File: src/rtl/execute_cycle_if.sv
// EX-stage bundle: decode-side E inputs, forwarding sources, branch results and the EX/MEM *M outputs.
// master = upstream/pipeline side, slave = execute_cycle.
interface execute_cycle_if #(
    parameter int DATA_W     = 32,
    parameter int REG_ADDR_W = 6
);
    logic                  RegWriteE, MemWriteE, ResultSrcE, BranchE, ALUSrcE, FlushE;
    logic [2:0]            ALUControlE;
    logic [1:0]            ForwardA_E, ForwardB_E;
    logic [DATA_W-1:0]     RD1_E, RD2_E, Imm_Ext_E, PCE, PCPlus4E, ResultW;
    logic [REG_ADDR_W-1:0] RD_E;
    logic                  PCSrcE, StallE;
    logic [DATA_W-1:0]     PCTargetE;
    logic                  RegWriteM, MemWriteM, ResultSrcM;
    logic [REG_ADDR_W-1:0] RD_M;
    logic [DATA_W-1:0]     PCPlus4M, WriteDataM, ALU_ResultM;

    modport master (
        output RegWriteE, MemWriteE, ResultSrcE, BranchE, ALUSrcE, FlushE, ALUControlE,
               ForwardA_E, ForwardB_E, RD1_E, RD2_E, Imm_Ext_E, PCE, PCPlus4E, ResultW, RD_E,
        input  PCSrcE, StallE, PCTargetE, RegWriteM, MemWriteM, ResultSrcM, RD_M,
               PCPlus4M, WriteDataM, ALU_ResultM
    );

    modport slave (
        input  RegWriteE, MemWriteE, ResultSrcE, BranchE, ALUSrcE, FlushE, ALUControlE,
               ForwardA_E, ForwardB_E, RD1_E, RD2_E, Imm_Ext_E, PCE, PCPlus4E, ResultW, RD_E,
        output PCSrcE, StallE, PCTargetE, RegWriteM, MemWriteM, ResultSrcM, RD_M,
               PCPlus4M, WriteDataM, ALU_ResultM
    );
endinterface

File: src/rtl/execute_cycle.sv
// EX stage: operand forwarding, ALU, beq resolution and the EX/MEM register; latency 1 edge.
// EXECUTE_MUL_EN adds an iterative shift-add multiplier that holds StallE for DATA_W cycles.
module execute_cycle #(
    parameter int DATA_W     = 32,
    parameter int REG_ADDR_W = 6
) (
    input  logic            clk,
    input  logic            rst,
    execute_cycle_if.slave  ex
);
    logic [DATA_W-1:0]     src_a, src_b_fwd, src_b, alu_y, diff;
    logic                  zero, stall, bubble;
    logic                  reg_write_q, mem_write_q, result_src_q;
    logic                  reg_write_d, mem_write_d, result_src_d;
    logic [REG_ADDR_W-1:0] rd_q, rd_d;
    logic [DATA_W-1:0]     pcplus4_q, pcplus4_d, write_data_q, write_data_d, alu_result_q, alu_result_d;

    // Code 11 on a forward select falls back to the register file operand.
    always_comb begin
        case (ex.ForwardA_E)
            2'b01:   src_a = ex.ResultW;
            2'b10:   src_a = alu_result_q;
            default: src_a = ex.RD1_E;
        endcase
        case (ex.ForwardB_E)
            2'b01:   src_b_fwd = ex.ResultW;
            2'b10:   src_b_fwd = alu_result_q;
            default: src_b_fwd = ex.RD2_E;
        endcase
        src_b = ex.ALUSrcE ? ex.Imm_Ext_E : src_b_fwd;
    end

    always_comb begin
        case (ex.ALUControlE)
            3'b000:  alu_y = src_a + src_b;
            3'b001:  alu_y = src_a - src_b;
            3'b010:  alu_y = src_a & src_b;
            3'b011:  alu_y = src_a | src_b;
            3'b100:  alu_y = {{(DATA_W-1){1'b0}}, ($signed(src_a) < $signed(src_b))};
            3'b101:  alu_y = src_a ^ src_b;
            3'b110:  alu_y = src_a << src_b[4:0];
            default: alu_y = '0;
        endcase
    end

    assign diff         = src_a - src_b;
    assign zero         = (diff == '0);
    assign ex.PCSrcE    = ex.BranchE & zero & ~ex.FlushE;
    assign ex.PCTargetE = ex.PCE + ex.Imm_Ext_E;
    assign ex.StallE    = stall;

`ifdef EXECUTE_MUL_EN
    localparam int CNT_W = $clog2(DATA_W);
    localparam logic [CNT_W-1:0] MUL_LAST = CNT_W'(DATA_W - 1);

    typedef enum logic {S_IDLE, S_MUL} state_e;
    state_e            state_q, state_d;
    logic [CNT_W-1:0]  cnt_q, cnt_d;
    logic [DATA_W-1:0] mcand_q, mcand_d, mplier_q, mplier_d, prod_q, prod_d, wd_q, wd_d, step_sum;

    assign step_sum = prod_q + (mplier_q[0] ? mcand_q : '0);
`endif

    always_comb begin
        stall        = 1'b0;
        bubble       = 1'b0;
        reg_write_d  = ex.RegWriteE;
        mem_write_d  = ex.MemWriteE;
        result_src_d = ex.ResultSrcE;
        rd_d         = ex.RD_E;
        pcplus4_d    = ex.PCPlus4E;
        write_data_d = src_b_fwd;
        alu_result_d = alu_y;
`ifdef EXECUTE_MUL_EN
        state_d  = state_q;
        cnt_d    = cnt_q;
        mcand_d  = mcand_q;
        mplier_d = mplier_q;
        prod_d   = prod_q;
        wd_d     = wd_q;
        case (state_q)
            S_IDLE: begin
                if (ex.ALUControlE == 3'b111) begin
                    stall    = 1'b1;
                    bubble   = 1'b1;
                    state_d  = S_MUL;
                    cnt_d    = '0;
                    mcand_d  = src_a;
                    mplier_d = src_b;
                    prod_d   = '0;
                    wd_d     = src_b_fwd;
                end
            end
            default: begin
                mcand_d  = mcand_q << 1;
                mplier_d = mplier_q >> 1;
                prod_d   = step_sum;
                cnt_d    = cnt_q + CNT_W'(1);
                if (cnt_q == MUL_LAST) begin
                    // E-side controls are still held by upstream on the completion cycle.
                    state_d      = S_IDLE;
                    alu_result_d = step_sum;
                    write_data_d = wd_q;
                end else begin
                    stall  = 1'b1;
                    bubble = 1'b1;
                end
            end
        endcase
        if (ex.FlushE) begin
            state_d = S_IDLE;
            stall   = 1'b0;
        end
`endif
        if (ex.FlushE) bubble = 1'b1;
        if (bubble) begin
            reg_write_d  = 1'b0;
            mem_write_d  = 1'b0;
            result_src_d = 1'b0;
            rd_d         = '0;
            pcplus4_d    = '0;
            write_data_d = '0;
            alu_result_d = '0;
        end
    end

    always_ff @(posedge clk or negedge rst) begin
        if (!rst) begin
            reg_write_q  <= 1'b0;
            mem_write_q  <= 1'b0;
            result_src_q <= 1'b0;
            rd_q         <= '0;
            pcplus4_q    <= '0;
            write_data_q <= '0;
            alu_result_q <= '0;
        end else begin
            reg_write_q  <= reg_write_d;
            mem_write_q  <= mem_write_d;
            result_src_q <= result_src_d;
            rd_q         <= rd_d;
            pcplus4_q    <= pcplus4_d;
            write_data_q <= write_data_d;
            alu_result_q <= alu_result_d;
        end
    end

`ifdef EXECUTE_MUL_EN
    always_ff @(posedge clk or negedge rst) begin
        if (!rst) begin
            state_q  <= S_IDLE;
            cnt_q    <= '0;
            mcand_q  <= '0;
            mplier_q <= '0;
            prod_q   <= '0;
            wd_q     <= '0;
        end else begin
            state_q  <= state_d;
            cnt_q    <= cnt_d;
            mcand_q  <= mcand_d;
            mplier_q <= mplier_d;
            prod_q   <= prod_d;
            wd_q     <= wd_d;
        end
    end
`endif

    assign ex.RegWriteM   = reg_write_q;
    assign ex.MemWriteM   = mem_write_q;
    assign ex.ResultSrcM  = result_src_q;
    assign ex.RD_M        = rd_q;
    assign ex.PCPlus4M    = pcplus4_q;
    assign ex.WriteDataM  = write_data_q;
    assign ex.ALU_ResultM = alu_result_q;
endmodule
File: src/flat_wrapper.sv
// flat-port wrapper written by rule: the top's interface ports become plain ports
module execute_cycle_flat 
#(
    parameter int DATA_W     = 32,
    parameter int REG_ADDR_W = 6
)
  (clk, rst, ex_RegWriteE, ex_MemWriteE, ex_ResultSrcE, ex_BranchE, ex_ALUSrcE, ex_FlushE, ex_ALUControlE, ex_ForwardA_E, ex_ForwardB_E, ex_RD1_E, ex_RD2_E, ex_Imm_Ext_E, ex_PCE, ex_PCPlus4E, ex_ResultW, ex_RD_E, ex_PCSrcE, ex_StallE, ex_PCTargetE, ex_RegWriteM, ex_MemWriteM, ex_ResultSrcM, ex_RD_M, ex_PCPlus4M, ex_WriteDataM, ex_ALU_ResultM);
  execute_cycle_if #(.DATA_W(DATA_W), .REG_ADDR_W(REG_ADDR_W)) ex_i ();
  input  logic clk;
  input  logic rst;
  input wire logic [$bits(ex_i.RegWriteE)-1:0] ex_RegWriteE;
  input wire logic [$bits(ex_i.MemWriteE)-1:0] ex_MemWriteE;
  input wire logic [$bits(ex_i.ResultSrcE)-1:0] ex_ResultSrcE;
  input wire logic [$bits(ex_i.BranchE)-1:0] ex_BranchE;
  input wire logic [$bits(ex_i.ALUSrcE)-1:0] ex_ALUSrcE;
  input wire logic [$bits(ex_i.FlushE)-1:0] ex_FlushE;
  input wire logic [$bits(ex_i.ALUControlE)-1:0] ex_ALUControlE;
  input wire logic [$bits(ex_i.ForwardA_E)-1:0] ex_ForwardA_E;
  input wire logic [$bits(ex_i.ForwardB_E)-1:0] ex_ForwardB_E;
  input wire logic [$bits(ex_i.RD1_E)-1:0] ex_RD1_E;
  input wire logic [$bits(ex_i.RD2_E)-1:0] ex_RD2_E;
  input wire logic [$bits(ex_i.Imm_Ext_E)-1:0] ex_Imm_Ext_E;
  input wire logic [$bits(ex_i.PCE)-1:0] ex_PCE;
  input wire logic [$bits(ex_i.PCPlus4E)-1:0] ex_PCPlus4E;
  input wire logic [$bits(ex_i.ResultW)-1:0] ex_ResultW;
  input wire logic [$bits(ex_i.RD_E)-1:0] ex_RD_E;
  output wire logic [$bits(ex_i.PCSrcE)-1:0] ex_PCSrcE;
  output wire logic [$bits(ex_i.StallE)-1:0] ex_StallE;
  output wire logic [$bits(ex_i.PCTargetE)-1:0] ex_PCTargetE;
  output wire logic [$bits(ex_i.RegWriteM)-1:0] ex_RegWriteM;
  output wire logic [$bits(ex_i.MemWriteM)-1:0] ex_MemWriteM;
  output wire logic [$bits(ex_i.ResultSrcM)-1:0] ex_ResultSrcM;
  output wire logic [$bits(ex_i.RD_M)-1:0] ex_RD_M;
  output wire logic [$bits(ex_i.PCPlus4M)-1:0] ex_PCPlus4M;
  output wire logic [$bits(ex_i.WriteDataM)-1:0] ex_WriteDataM;
  output wire logic [$bits(ex_i.ALU_ResultM)-1:0] ex_ALU_ResultM;
  assign ex_i.RegWriteE = ex_RegWriteE;
  assign ex_i.MemWriteE = ex_MemWriteE;
  assign ex_i.ResultSrcE = ex_ResultSrcE;
  assign ex_i.BranchE = ex_BranchE;
  assign ex_i.ALUSrcE = ex_ALUSrcE;
  assign ex_i.FlushE = ex_FlushE;
  assign ex_i.ALUControlE = ex_ALUControlE;
  assign ex_i.ForwardA_E = ex_ForwardA_E;
  assign ex_i.ForwardB_E = ex_ForwardB_E;
  assign ex_i.RD1_E = ex_RD1_E;
  assign ex_i.RD2_E = ex_RD2_E;
  assign ex_i.Imm_Ext_E = ex_Imm_Ext_E;
  assign ex_i.PCE = ex_PCE;
  assign ex_i.PCPlus4E = ex_PCPlus4E;
  assign ex_i.ResultW = ex_ResultW;
  assign ex_i.RD_E = ex_RD_E;
  assign ex_PCSrcE = ex_i.PCSrcE;
  assign ex_StallE = ex_i.StallE;
  assign ex_PCTargetE = ex_i.PCTargetE;
  assign ex_RegWriteM = ex_i.RegWriteM;
  assign ex_MemWriteM = ex_i.MemWriteM;
  assign ex_ResultSrcM = ex_i.ResultSrcM;
  assign ex_RD_M = ex_i.RD_M;
  assign ex_PCPlus4M = ex_i.PCPlus4M;
  assign ex_WriteDataM = ex_i.WriteDataM;
  assign ex_ALU_ResultM = ex_i.ALU_ResultM;
  execute_cycle #(.DATA_W(DATA_W), .REG_ADDR_W(REG_ADDR_W)) u_core (.clk(clk), .rst(rst), .ex(ex_i));
endmodule
File: config.mk
export PLATFORM = sky130hd
export DESIGN_NAME = execute_cycle_flat
export DESIGN_NICKNAME = d
export VERILOG_FILES = /design/src/rtl/execute_cycle_if.sv /design/src/rtl/execute_cycle.sv /design/src/flat_wrapper.sv
export SDC_FILE = /design/constraint.sdc
export NUM_CORES = 1
export LEC_CHECK = 0
export ABC_AREA = 0
export CAP_MARGIN = 5
export CORE_MARGIN = 3
export CORE_UTILIZATION = 45
export CTS_CLUSTER_DIAMETER = 200
export DETAILED_ROUTE_END_ITERATION = 8
export GPL_ROUTABILITY_DRIVEN = 0
export HOLD_SLACK_MARGIN = 0.08
export PLACE_DENSITY = 0.8
export SLEW_MARGIN = 20
export SYNTH_ARGS = -nofsm -noshare
export SYNTH_HDL_FRONTEND = slang
export SYNTH_SLANG_ARGS = --single-unit
File: constraint.sdc
create_clock -name clk -period 7.9 [get_ports clk]
set_clock_uncertainty 0.1 [all_clocks]
set_input_delay 1.58 -clock clk [delete_from_list [all_inputs] [get_ports clk]]
set_output_delay 1.58 -clock clk [all_outputs]
set_load 0.005 [all_outputs]
==> impl_metrics.yaml <==
routing:
  drtAntennaViolNets: 0
  drtIter0Drc: 3044
  viasPerCell: 6.40
  wirelength_mm: 60.7
  firstDrtPassIters: 9
  wl_per_cell_um: 22.9
  via_count: 17000
  drc: 1
worst_setup_path:
  r2r_start: "u_core.ex.ALU_ResultM[0]"
  r2r_slack_ps: 2830
  worst_setup_path_startpoint: "ex_ForwardA_E[0]"
  r2r_end: "u_core.ex.ALU_ResultM[30]"
  cp.arrival_ps: 6060
  endpoint: "ex_PCSrcE"
  criticalPathCategory: "in -> out"
  start_kind: "primary input"
  ff2ff_path_depth: 17
  required_ps: 6220
  endpoint_kind: "output pin"
  crit_path_max_fanout: 7
sta:
  finalCriticalPeriod_ps: 7740
  finalSetupViolCount: 0
  period_share_pct: 98.0
  hold_viol_final: 0
  rsz0062_at_grt: "false"
  fmax_mhz: 129
  fin_ws_ps: 158
  relSlewSlack_pct: 23.5
  fin_tns_setup_ps: 0
  tightest_slew_ps: 1140
  slew_violations: 0
clock_tree:
  cts_hold_buf: 0
  cts_tree: "done"
  h-tree-depth: 3
  numClockSinks: 105
  cts_root_buf: "clkbuf_16"
  clockBufferDepth: 2
  insertion_delay_ps: 360
  cts_inserted_buffers: 9
  clkTransAtPathRegs_ps: 80
yosys:
  yosysTopAreaCellShare_pct: 19.9
  synth_common_cells: "o21ai_0, nor2_1, nand2_1"
  ys_warn_count: 0
  synth_most_common_cell: "o21ai_0"
  synth.distinct_cells: 92
  synth_area_mm2: 0.0132
  synth_ff_type: "dfrtp_1"
  synth_nets: 2122
  synth-edff-count: 0
  ys_seq_elements: 105
  async_flop_share_pct: 100
  synth_seq_area_share_pct: 19.9
  synthCells: 1773
  synth.area.top_cells: "dfrtp_1, ha_1, o21ai_0"
  avgSynthCellArea_um2: 7.43
  synth_top_area_cell: "dfrtp_1"
grt:
  overflow: 0
  use_met3_pct: 8.39
  grtUsageMet1_pct: 44.7
  grt_first_pass_wirelength_mm: 90.5
  grt_antenna_before_repair: 4
  grt_pass1_vias: 16200
  grt_util_met2_pct: 59.5
  grt_start_max_net_pins: 77
  grt-busiest-layer: "met2"
  track_usage_pct: 36.6
place:
  portBuffers: 350
  placed_area_mm2: 0.0184
  dp_cells: 2621
  dp_hpwl_mm: 48.8
  place_ws_ps: -778
layout:
  layout.nets: 2610
  drive_gt1_share_pct: 14.9
  finalInstanceArea_mm2: 0.0191
  multi_input_area_mm2: 0.00986
  area.sequential_mm2: 0.00263
  finalNonFillerCells: 2653
  areaGrowthSynthToFinish_pct: 44.7
  fillCellCount: 2320
floorplanning:
  die_h_um: 177
  start_util_pct: 45.8
  core_area_mm2: 0.0288
  fp.dieW_um: 177
  io_pins: 352
  core.rowCount: 62
  die_area_mm2: 0.0314
flow_run:
  cap_viol_max_count: 0
power_and_ir_drop:
  power.density_mw_per_mm2: 165
  power.leakage_uw: 0.00841
  worst_ir_drop_vdd_mv: 0.108
outcome:
  violations: "design-rule violations"
  outcome: "finished, violations left"
min_path:
  hold_class: "reg -> reg"
-- state kept, by name, indices dropped and copies added (netlist names) --
signal                 cells
u_core.ex.RegWriteM        1
u_core.ex.ResultSrcM       1
u_core.ex.WriteDataM      32
u_core.ex.PCPlus4M        32
u_core.ex.MemWriteM        1
u_core.ex.ALU_ResultM     32
u_core.ex.RD_M             6
-- cell usage in the layout (no fill, tap or decap), types with 14 or more instances in the layout --
cell type / synthesis / final
nor2b_1: 58 / 57
nor3_1: 24 / 24
a21o_1: 19 / 19
a31oi_1: 16 / 15
buf_4: 2 / 235
nand2_1: 168 / 168
a221o_1: 46 / 46
clkdlybuf4s50_1: 0 / 341
ha_1: 133 / 128
nor2_1: 186 / 184
inv_1: 116 / 113
o21bai_1: 17 / 17
nand2b_1: 14 / 14
dfrtp_1: 105 / 105
o21ai_0: 187 / 165
xnor2_1: 46 / 44
a22oi_1: 29 / 29
nand3_1: 24 / 24
o21ai_1: 5 / 19
a21oi_1: 129 / 123
mux2i_1: 43 / 43
o22ai_1: 19 / 19
a211oi_1: 32 / 31
o211ai_1: 33 / 33
-- what timing repair did --
| action | 4_1_cts | 5_1_grt |
|---|---|---|
| buffers inserted | 6 | 7 |
| gates resized for setup | 49 | 26 |
| setup endpoints to repair | 1 | 1 |
| pin swaps | 28 | 17 |
-- layout make-up --
type	instances	share of cell area, %
clock buffer	9	1.18
sequential	105	13.8
timing repair buffer	589	28.0
inverter	120	2.36
clock inverter	7	0.400
multi-input combinational	1436	51.7
tap	384	2.52
antenna	3	0.0394
-- logic make-up after synthesis --
| kind of cell | share of synthesized area (%) |
|---|---|
| simple gates | 18.7 |
| other cells | 0.0285 |
| buf+inv | 6.94 |
| compound gates | 33.2 |
| fa+ha+maj | 13.1 |
| mux | 4.21 |
| flops | 19.9 |
| xor+xnor | 3.86 |
-- metrics by stage --
stage / util [%] / hold slack, ps / total power, uW
6_report: 66.2 / 662 / 3150
5_1_grt: 66.2 / 711 / 3310
4_1_cts: 65.7 / 652 / 3050
3_5_place_dp: 64.1 / 635 / 2530
3_3_place_gp: 64.1 / 624 / 2490
2_1_floorplan: - / 588 / 1640
-- worst min path at each step --
stage / cells past startpoint / slack (ps) / from / to
finish: 3 / 660 / u_core.ex.ALU_ResultM[13] / u_core.ex.WriteDataM[13]
global route: 3 / 710 / u_core.ex.ALU_ResultM[19] / u_core.ex.WriteDataM[19]
CTS: 3 / 650 / u_core.ex.ALU_ResultM[13] / u_core.ex.WriteDataM[13]
detailed placement: 3 / 630 / u_core.ex.ALU_ResultM[13] / u_core.ex.WriteDataM[13]
global placement: 3 / 620 / u_core.ex.ALU_ResultM[13] / u_core.ex.WriteDataM[13]
floorplan: 3 / 590 / u_core.ex.ALU_ResultM[10] / u_core.ex.WriteDataM[10]
-- worst max-delay path, stage by stage --
cell and delay, ps:
dlygate4sd2_1 270, inv_1 70, ha_2 360, inv_1 120, buf_4 180, buf_4 160
o21ai_0 220, inv_1 100, ha_1 320, or4_4 550, or3_4 410, a31o_1 240
a41oi_2 240, xnor2_2 120, a2111oi_2 350, and4_1 280, and4b_1 270, clkdlybuf4s15_2 220
-- metal layers --
| metal | up-vias | share of wire, % |
|---|---|---|
| met1 | 7774 | 35 |
| li1 | 7440 | - |
| met5 | - | 0.020 |
| met4 | 2 | 6.9 |
| met3 | 359 | 13 |
| met2 | 1392 | 45 |
-- where the power goes --
part	switching (uW)	total (uW)	internal (uW)
Combinational	1120	2060	945
Sequential	34.2	615	581
Clock	242	471	229
No activity file was read; power rests on OpenSTA's default activity.
